===== config.mk =====
export PLATFORM = sky130hd
export DESIGN_NAME = rca_pipe
export DESIGN_NICKNAME = d
export VERILOG_FILES = /design/src/rtl/rca_pipe.sv
export SDC_FILE = /design/constraint.sdc
export NUM_CORES = 1
export LEC_CHECK = 0
export CAP_MARGIN = 20
export CORE_ASPECT_RATIO = 1.75
export CORE_MARGIN = 4
export CORE_UTILIZATION = 43
export DETAILED_ROUTE_END_ITERATION = 10
export PLACE_DENSITY = 0.63
export SYNTH_ARGS = -nofsm -noshare
export SYNTH_HDL_FRONTEND = slang
export SYNTH_SLANG_ARGS = --single-unit
export TNS_END_PERCENT = 10

===== constraint.sdc =====
create_clock -name clk -period 7.6 [get_ports clk]
set_input_delay 2.28 -clock clk [delete_from_list [all_inputs] [get_ports clk]]
set_output_delay 2.28 -clock clk [all_outputs]
set_load 0.005 [all_outputs]

===== src/rtl/rca_pipe.sv =====
`default_nettype none
// +----------------------------------------------------------------------------+
// | Module   : rca / rca_pipe                                                  |
// | Purpose  : rca      - combinational CHUNK-bit ripple-carry adder slice.    |
// |            rca_pipe - WIDTH-bit add/subtract split into WIDTH/CHUNK        |
// |                       registered ripple stages with a valid/ready          |
// |                       handshake and one global advance signal.             |
// | Options  : RCA_PIPE_OVF_EN - adds the registered signed-overflow port Ovf. |
// | Revision : 1.0 - initial release                                           |
// +----------------------------------------------------------------------------+

module rca #(
   parameter int WIDTH = 16
) (
   input  logic [WIDTH-1:0] a_i,
   input  logic [WIDTH-1:0] b_i,
   input  logic             c_i,
   output logic [WIDTH-1:0] s_o,
   output logic             c_o
);

   // One slice of the chain: {carry, sum} = a + b + carry-in over WIDTH+1 bits.
   assign {c_o, s_o} = {1'b0, a_i} + {1'b0, b_i} + {{WIDTH{1'b0}}, c_i};

endmodule

module rca_pipe #(
   parameter int WIDTH = 64,
   parameter int CHUNK = 16
) (
   input  logic             clk,
   input  logic             rst,
   input  logic             in_valid,
   output logic             in_ready,
   input  logic [WIDTH-1:0] A,
   input  logic [WIDTH-1:0] B,
   input  logic             Cin,
   input  logic             Sub,
   output logic             out_valid,
   input  logic             out_ready,
   output logic [WIDTH-1:0] Sum,
   output logic             Cout
`ifdef RCA_PIPE_OVF_EN
   ,
   output logic             Ovf
`endif
);

   localparam int c_STAGES = WIDTH / CHUNK;

   // Stage k keeps {B remaining, A remaining, finished sum bits} in one slice
   // of a flat register. The slice shrinks by CHUNK bits per stage because each
   // stage consumes CHUNK bits from each operand and adds CHUNK sum bits.
   // f_doff returns the bit offset of stage k's slice in that flat register.
   function automatic int f_doff(input int k);
      return (2 * WIDTH * k) - (CHUNK * k * (k + 1)) / 2;
   endfunction

   localparam int c_DATA_W = f_doff(c_STAGES);

   logic                w_adv;
   logic [WIDTH-1:0]    w_bx;
   logic                w_c0;
   logic [c_DATA_W-1:0] w_data_d;
   logic [c_DATA_W-1:0] r_data_q;
   logic [c_STAGES-1:0] w_c_d;
   logic [c_STAGES-1:0] r_c_q;
   logic [c_STAGES-1:0] w_v_d;
   logic [c_STAGES-1:0] r_v_q;
`ifdef RCA_PIPE_OVF_EN
   logic                w_ovf_d;
   logic                r_ovf_q;
`endif

   // Whole pipe moves together; it only freezes when a result is waiting.
   assign w_adv    = out_ready | ~r_v_q[c_STAGES-1];
   assign in_ready = w_adv;

   // Subtraction is A + ~B + 1, so Cin is ignored for Sub.
   assign w_bx = Sub ? ~B : B;
   assign w_c0 = Sub | Cin;

   for (genvar k = 0; k < c_STAGES; k++) begin : g_stage
      localparam int c_PS  = k * CHUNK;          // sum bits already finished
      localparam int c_PR  = WIDTH - c_PS;       // operand bits still pending
      localparam int c_RW  = c_PR - CHUNK;       // operand bits left after this stage
      localparam int c_SRC = c_PS + 2 * c_PR;    // width of this stage's source slice

      logic [c_SRC-1:0] w_src;
      logic             w_cin;
      logic [CHUNK-1:0] w_s;

      if (k == 0) begin : g_first
         assign w_src    = {w_bx, A};
         assign w_cin    = w_c0;
         assign w_v_d[k] = in_valid;
      end else begin : g_next
         assign w_src    = r_data_q[f_doff(k - 1) +: c_SRC];
         assign w_cin    = r_c_q[k - 1];
         assign w_v_d[k] = r_v_q[k - 1];
      end

      rca #(
         .WIDTH (CHUNK)
      ) u_rca (
         .a_i   (w_src[c_PS +: CHUNK]),
         .b_i   (w_src[c_PS + c_PR +: CHUNK]),
         .c_i   (w_cin),
         .s_o   (w_s),
         .c_o   (w_c_d[k])
      );

      // Drop the consumed operand chunks, append this stage's sum chunk.
      if (c_RW > 0) begin : g_skew
         if (k > 0) begin : g_mid
            assign w_data_d[f_doff(k) +: (c_SRC - CHUNK)] =
               {w_src[c_PS + c_PR + CHUNK +: c_RW], w_src[c_PS + CHUNK +: c_RW],
                w_s, w_src[c_PS-1:0]};
         end else begin : g_head
            assign w_data_d[f_doff(k) +: (c_SRC - CHUNK)] =
               {w_src[c_PS + c_PR + CHUNK +: c_RW], w_src[c_PS + CHUNK +: c_RW], w_s};
         end
      end else begin : g_tail
         if (k > 0) begin : g_multi
            assign w_data_d[f_doff(k) +: (c_SRC - CHUNK)] = {w_s, w_src[c_PS-1:0]};
         end else begin : g_single
            assign w_data_d[f_doff(k) +: (c_SRC - CHUNK)] = w_s;
         end
      end

`ifdef RCA_PIPE_OVF_EN
      if (k == c_STAGES - 1) begin : g_ovf
         // Carry into the MSB is a^b^s at the top bit; overflow is that XOR carry-out.
         assign w_ovf_d = w_src[c_PS + CHUNK - 1] ^ w_src[c_PS + c_PR + CHUNK - 1]
                        ^ w_s[CHUNK-1] ^ w_c_d[k];
      end
`endif
   end

   // Stage registers: clear on reset, load from predecessor on advance, else hold.
   always_ff @(posedge clk) begin
      if (rst) begin
         r_v_q    <= '0;
         r_c_q    <= '0;
         r_data_q <= '0;
      end else if (w_adv) begin
         r_v_q    <= w_v_d;
         r_c_q    <= w_c_d;
         r_data_q <= w_data_d;
      end
   end

`ifdef RCA_PIPE_OVF_EN
   // Overflow flag rides alongside the last-stage sum and stalls with it.
   always_ff @(posedge clk) begin
      if (rst) begin
         r_ovf_q <= 1'b0;
      end else if (w_adv) begin
         r_ovf_q <= w_ovf_d;
      end
   end

   assign Ovf = r_ovf_q;
`endif

   assign out_valid = r_v_q[c_STAGES-1];
   assign Cout      = r_c_q[c_STAGES-1];
   assign Sum       = r_data_q[f_doff(c_STAGES - 1) +: WIDTH];

endmodule

`default_nettype wire


==> flow_summary.toml, run 1 <==
[run_status]
outcome = "finished clean"

[logic_synthesis]
synth.distinct_cells = 62
syn-num-nets = 2191
synth_adder_area_share = 0.0568
yosysMostFrequentCell = "nand2_1"
yosys_warnings = 0
syn_area_per_cell_um2 = 8.07
yosysSeqAreaShare = 0.449
synth_top_area_cell = "dfxtp_1"
synth_top_family_by_area = "simple AND/OR/NAND/NOR gates"
async_flop_share = 0
synth_edf_count = 0
post_synth_most_frequent_cells = "nand2_1 (572), dfxtp_1 (360), a21oi_1 (313)"
synthesis.area_um2 = 16000
yosys.area_share.simple = 0.189
ys_seq_elements = 360
netlist_instances = 1989
synth_flop_cell = "dfxtp_1"
synth_compound_area_frac = 0.185
synth_top_area_share = 0.449
synth_xor_area_frac = 0.0535
synth_mux_area_frac = 0.00125
yosys-top-cells-area = "dfxtp_1 (45%), nand2_1 (13%), a21oi_1 (9.8%)"

[setup_path]
rrSetupSlack_ns = 4.68
cp.required_ns = 5.32
rr_startpoint = "r_v_q[3]$_SDFFE_PP0P_"
critPathKind = "in -> out"
crit_slowest_cell = "clkdlybuf4s50_1"
critPathArrivalTime_ns = 3.67
crit_path_max_fanout = 50
r2r-end = "r_data_q[15]$_SDFFE_PP0P_"
cpMostUsedCell = "clkdlybuf4s50_1"
crit_family = "buffers and inverters"
worst_setup_path_end_kind = "output port"
path_cells = "clkdlybuf4s50_1 > nor2b_4 > inv_8 > clkdlybuf4s50_1"
worst-path-buf-inv = 3
critPathMaxStageDelay_ns = 0.56
crit_path_start_kind = "input pin"
reg2regPathDepth = 7

[final_layout]
drive_above_1_share = 0.0402
layout.cells.non_filler = 2540
antennaDiodeCount = 0
finalNetCount = 2244
synthToLayoutAreaGrowth_pct = 18.2
final_util = 0.514

[clock_tree]
clk_path_buf_depth = 3
insertion_delay_ns = 0.52
cts.sinks = 360
cts_root_buf = "clkbuf_16"
cts_tree = "built"
post_cts_resized = 0
cts_hold_repair.buffers = 0
cts_buffers = 34
h-tree-depth = 2
postCtsSetupBuffers = 0
clk_pin_slew_ns = 0.06

[detailed_routing]
routed.top_layer = "met4"
met2RoutedLength_um = 18800
vias = 12900
drt-met1-wl_um = 15100
drt-initial-drc-count = 573
drc = 0
vias_per_cell = 5.09
first_pass_iters = 4
met3_length_um = 1450
postRouteWirelength_um = 36400
drtAntennaViolNets = 0
routedWlPerCell_um = 14.3

[placed_design]
place.gp.congestion = 0.827
place_inst = 2481
portBuffers = 200
dp_hpwl_um = 24300

[min_path]
hold_depth = 2
hp-class = "reg -> reg"
holdCritStartpoint = "r_data_q[304]$_SDFFE_PP0P_"
hold_end = "r_data_q[304]$_SDFFE_PP0P_"

[global_route]
antenna_found_initial = 0
grt_pass1_vias = 12600
grt_pass1_wl_um = 59900
grtUsageTotal = 0.173
grt_overflow_total = 0
grt_max_degree = 202

[timing]
fmax_mhz = 168
rsz0062_at_grt = "false"
whs_ns = 0.448
relSlewSlack = 0.277
final.setup.tns_ns = 0
finalSetupViolations = 0
tightest_slew_ns = 1.08
period_share = 0.783
final_max_slew_viol_count = 0
layout_min_cycle_time_ns = 5.95
final_hold_viol_count = 0
fin_skew_ns = 0.00873

[die]
fp.dieW_um = 154
rows = 93
chipHeight_um = 264
die_area_um2 = 40600
coreArea_um2 = 36900
io_pins = 201
initial_core_util = 0.435

[power]
power_mw = 4.42
peakVddDrop_mv = 0.138
power.leakage_nw = 7.52
power-per-cell-area_nw_per_um2 = 233

[run]
maxCapViolations = 0
-- routing by layer --
| layer | up-vias | global-route usage |
|---|---|---|
| li1 | 6715 | - |
| met1 | 5892 | 0.209 |
| met2 | 251 | 0.314 |
| met3 | 59 | 0.0250 |
| met4 | 0 | 0.0549 |
| met5 | - | 0 |
-- stage by stage --
stage	worst slack (ns)	instance area, µm²
global placement	1.65	17800
floorplan	2.22	16000
CTS	1.64	19000
finish	1.65	19000
detailed placement	1.65	17800
global route	1.60	19000
-- layout make-up --
| class | count | area, µm² |
|---|---|---|
| timing repair buffer | 210 | 2090 |
| clock buffer | 49 | 1040 |
| sequential | 360 | 7210 |
| clock inverter | 10 | 159 |
| multi-input combinational | 1416 | 7800 |
| tap | 475 | 594 |
| fill | 3581 | 17900 |
| inverter | 20 | 82.6 |
-- power breakdown --
group	internal, mW	switching (mW)
logic	0.261	0.263
clock network	1.09	0.717
registers	2.02	0.0703
-- worst max-delay path by stage --
stage,start,to,depth (start not counted)
2_1_floorplan,out_ready,in_ready,5
3_3_place_gp,out_ready,in_ready,4
3_5_place_dp,out_ready,in_ready,4
4_1_cts,out_ready,in_ready,4
5_1_grt,out_ready,in_ready,4
6_report,out_ready,in_ready,4
-- sequential cells by signal, indices dropped and copies added (netlist names) --
signal,flops
r_data_q,352
r_c_q,4
r_v_q,4
-- layout by cell type (no fill, tap or decap), drive strengths merged, types with 3 or more instances in the layout --
| cell type | n |
|---|---|
| nand3 | 15 |
| nand3b | 3 |
| nor3b | 4 |
| clkinv | 4 |
| o21a | 11 |
| or2 | 3 |
| fa | 8 |
| a21oi | 315 |
| a31oi | 9 |
| xnor2 | 72 |
| dfxtp | 360 |
| nand2 | 572 |
| a211o | 3 |
| nor4b | 4 |
| buf | 12 |
| o31ai | 4 |
| nand2b | 6 |
| o21bai | 9 |
| a21o | 33 |
| o31a | 4 |
| a211oi | 60 |
| clkdlybuf4s50 | 198 |
| ha | 60 |
| and3 | 10 |
| clkbuf | 49 |
| or3 | 4 |
| nand4 | 7 |
| nor2 | 83 |
| inv | 20 |
| nor3 | 18 |
| xor2 | 26 |
| o21ai | 38 |
| nor4 | 3 |
| bufinv | 4 |
| nor2b | 7 |
-- cells by family after synthesis --
kind of cell    Yosys count
simple gates            745
flops                   360
mux                       2
buf+inv                 213
fa+ha+maj                68
xor+xnor                 98
compound gates          503
-- worst register-to-register path: stages (launching register included) --
cell and delay [ns]:
dfxtp_1 0.31, nor2b_4 0.15, inv_8 0.20, buf_4 0.79, buf_4 0.91, nand4_1 0.21
a31o_1 0.23, nand3_1 0.06
Power figures use the tool's default switching activity.
==> run 2, diff against run 1 <==
==> constraint.sdc (replaced) <==
create_clock -name clk -period 5.85 [get_ports clk]
set_input_delay 1.755 -clock clk [delete_from_list [all_inputs] [get_ports clk]]
set_output_delay 1.755 -clock clk [all_outputs]
set_load 0.005 [all_outputs]
==> run 2 against run 1 <==
  * Sequential power is 30% higher
  * Via count grew 0.25%
  * Clock skew grew 0.0017 ns
  * Clock power rose by 27%
  * Cell area is 0.11% lower
  * Largest cell class unchanged
  * Highest routed layer unchanged
==> flow_summary.toml, run 2 (synthesis gave the netlist of run 1 again) <==
[die]
coreArea_um2 = 36900
fp.dieW_um = 154
die_area_um2 = 40600
chipHeight_um = 264
rows = 93
io_pins = 201
initial_core_util = 0.435

[min_path]
hp-class = "reg -> reg"
hold_end = "r_data_q[294]$_SDFFE_PP0P_"
hold_depth = 2
holdCritStartpoint = "r_data_q[294]$_SDFFE_PP0P_"

[setup_path]
cp_num_cells = 4
worst_setup_path_end_kind = "output port"
r2r-end = "r_data_q[142]$_SDFFE_PP0P_"
cp.required_ns = 4.09
critPathKind = "in -> out"
crit_slowest_cell = "clkdlybuf4s50_1"
rrSetupSlack_ns = 2.90
critPathArrivalTime_ns = 2.97
crit_path_max_fanout = 10
path_cells = "clkdlybuf4s50_1 > nor2b_4 > inv_8 > clkdlybuf4s50_1"
critPathMaxStageDelay_ns = 0.45
reg2regPathDepth = 7
critPathLaunch = "out_ready"
crit_path_start_kind = "input pin"
worst-path-buf-inv = 3
crit_family = "buffers and inverters"
rr_startpoint = "r_v_q[3]$_SDFFE_PP0P_"
cpMostUsedCell = "clkdlybuf4s50_1"

[final_layout]
final_common_cell = "nand2_1"
final_cell_mix = "nand2_1 (572), dfxtp_1 (360), a21oi_1 (313)"
fillers = 3595
largest_reg_flops = 352
antennaDiodeCount = 0
drive_above_1_share = 0.0392
multiInputGateArea_um2 = 7800
finalNetCount = 2246
seq_area_um2 = 7210
synthToLayoutAreaGrowth_pct = 18.1
largest-register = "r_data_q"
reg.largest.list = "r_data_q (352), r_c_q (4), r_v_q (4)"

[detailed_routing]
drt-initial-drc-count = 519
vias_per_cell = 5.09
vias = 12900
routedWlPerCell_um = 14.2
drtAntennaViolNets = 0
postRouteWirelength_um = 36000
first_pass_iters = 5
drc = 0

[timing]
final_hold_viol_count = 0
relSlewSlack = 0.269
final_max_slew_viol_count = 0
whs_ns = 0.446
layout_min_cycle_time_ns = 4.72
period_share = 0.807
rsz0062_at_grt = "false"
fin_skew_ns = 0.0104
finalSetupViolations = 0
fmax_mhz = 212
final.setup.tns_ns = 0
tightest_slew_ns = 1.10

[clock_tree]
cts_tree = "built"
post_cts_resized = 0
clk_pin_slew_ns = 0.06
h-tree-depth = 2
clk_path_buf_depth = 3
cts_hold_repair.buffers = 0
insertion_delay_ns = 0.51
cts_root_buf = "clkbuf_16"
cts.sinks = 360
postCtsSetupBuffers = 0
cts_buffers = 34

[run_status]
outcome = "finished clean"

[global_route]
grt_max_degree = 224
grt_pass1_wl_um = 60400
antenna_found_initial = 0
grt_pass1_vias = 12600
grtUsageTotal = 0.174
grt_overflow_total = 0

[power]
power_mw = 5.68
power-per-cell-area_nw_per_um2 = 300
power.leakage_nw = 7.50
peakVddDrop_mv = 0.232

[placed_design]
place.gp.congestion = 0.831
portBuffers = 200
dp_hpwl_um = 24500

[run]
maxCapViolations = 0
run 2: cell types whose count changed in the layout (fill, tap and decap cells not counted):
cell      before  now
clkinv_4       1    0
clkbuf_8       7    4
clkbuf_1       5    9
buf_4         10   12
run 2: how the worst max path moves through the flow:
stage / slack [ns] / to
finish: 1.13 / in_ready
global route: 1.09 / in_ready
CTS: 1.11 / in_ready
detailed placement: 1.12 / in_ready
global placement: 1.12 / in_ready
floorplan: 1.49 / r_c_q[0]$_SDFFE_PP0P_
run 2: through the flow:
step / utilization / setup WS (ns) / cells / instance area (µm²)
3_5_place_dp: 0.482 / 1.12 / 2483 / 17800
3_3_place_gp: 0.482 / 1.12 / 2483 / 17800
4_1_cts: 0.514 / 1.11 / 2542 / 19000
6_report: 0.514 / 1.13 / 2542 / 19000
5_1_grt: 0.514 / 1.09 / 2542 / 19000
2_1_floorplan: - / 1.49 / 1989 / 16000
run 2: area by class of cell:
class	count	share of cell area
timing repair buffer	212	0.111
multi-input combinational	1416	0.411
clock inverter	9	0.00792
sequential	360	0.380
tap	475	0.0314
inverter	20	0.00436
clock buffer	50	0.0535
run 2: power breakdown:
| part | internal [mW] | switching (mW) | leakage (nW) |
|---|---|---|---|
| clock network | 1.38 | 0.914 | 0.564 |
| logic | 0.339 | 0.343 | 3.98 |
| registers | 2.62 | 0.0893 | 2.96 |
run 2: per-layer routing:
metal,up-vias,global-route usage,wire [µm]
met5,-,0,0
met4,0,0.0569,928
met3,59,0.0262,1250
met2,206,0.316,18800
met1,5968,0.208,15000
li1,6716,-,-
run 2: worst min-delay path: cells and delay by family, from the launching register on:
| kind | cells | cell delay [ns] |
|---|---|---|
| compound gates | 1 | 0.05 |
| flops | 1 | 0.31 |
| simple gates | 1 | 0.05 |
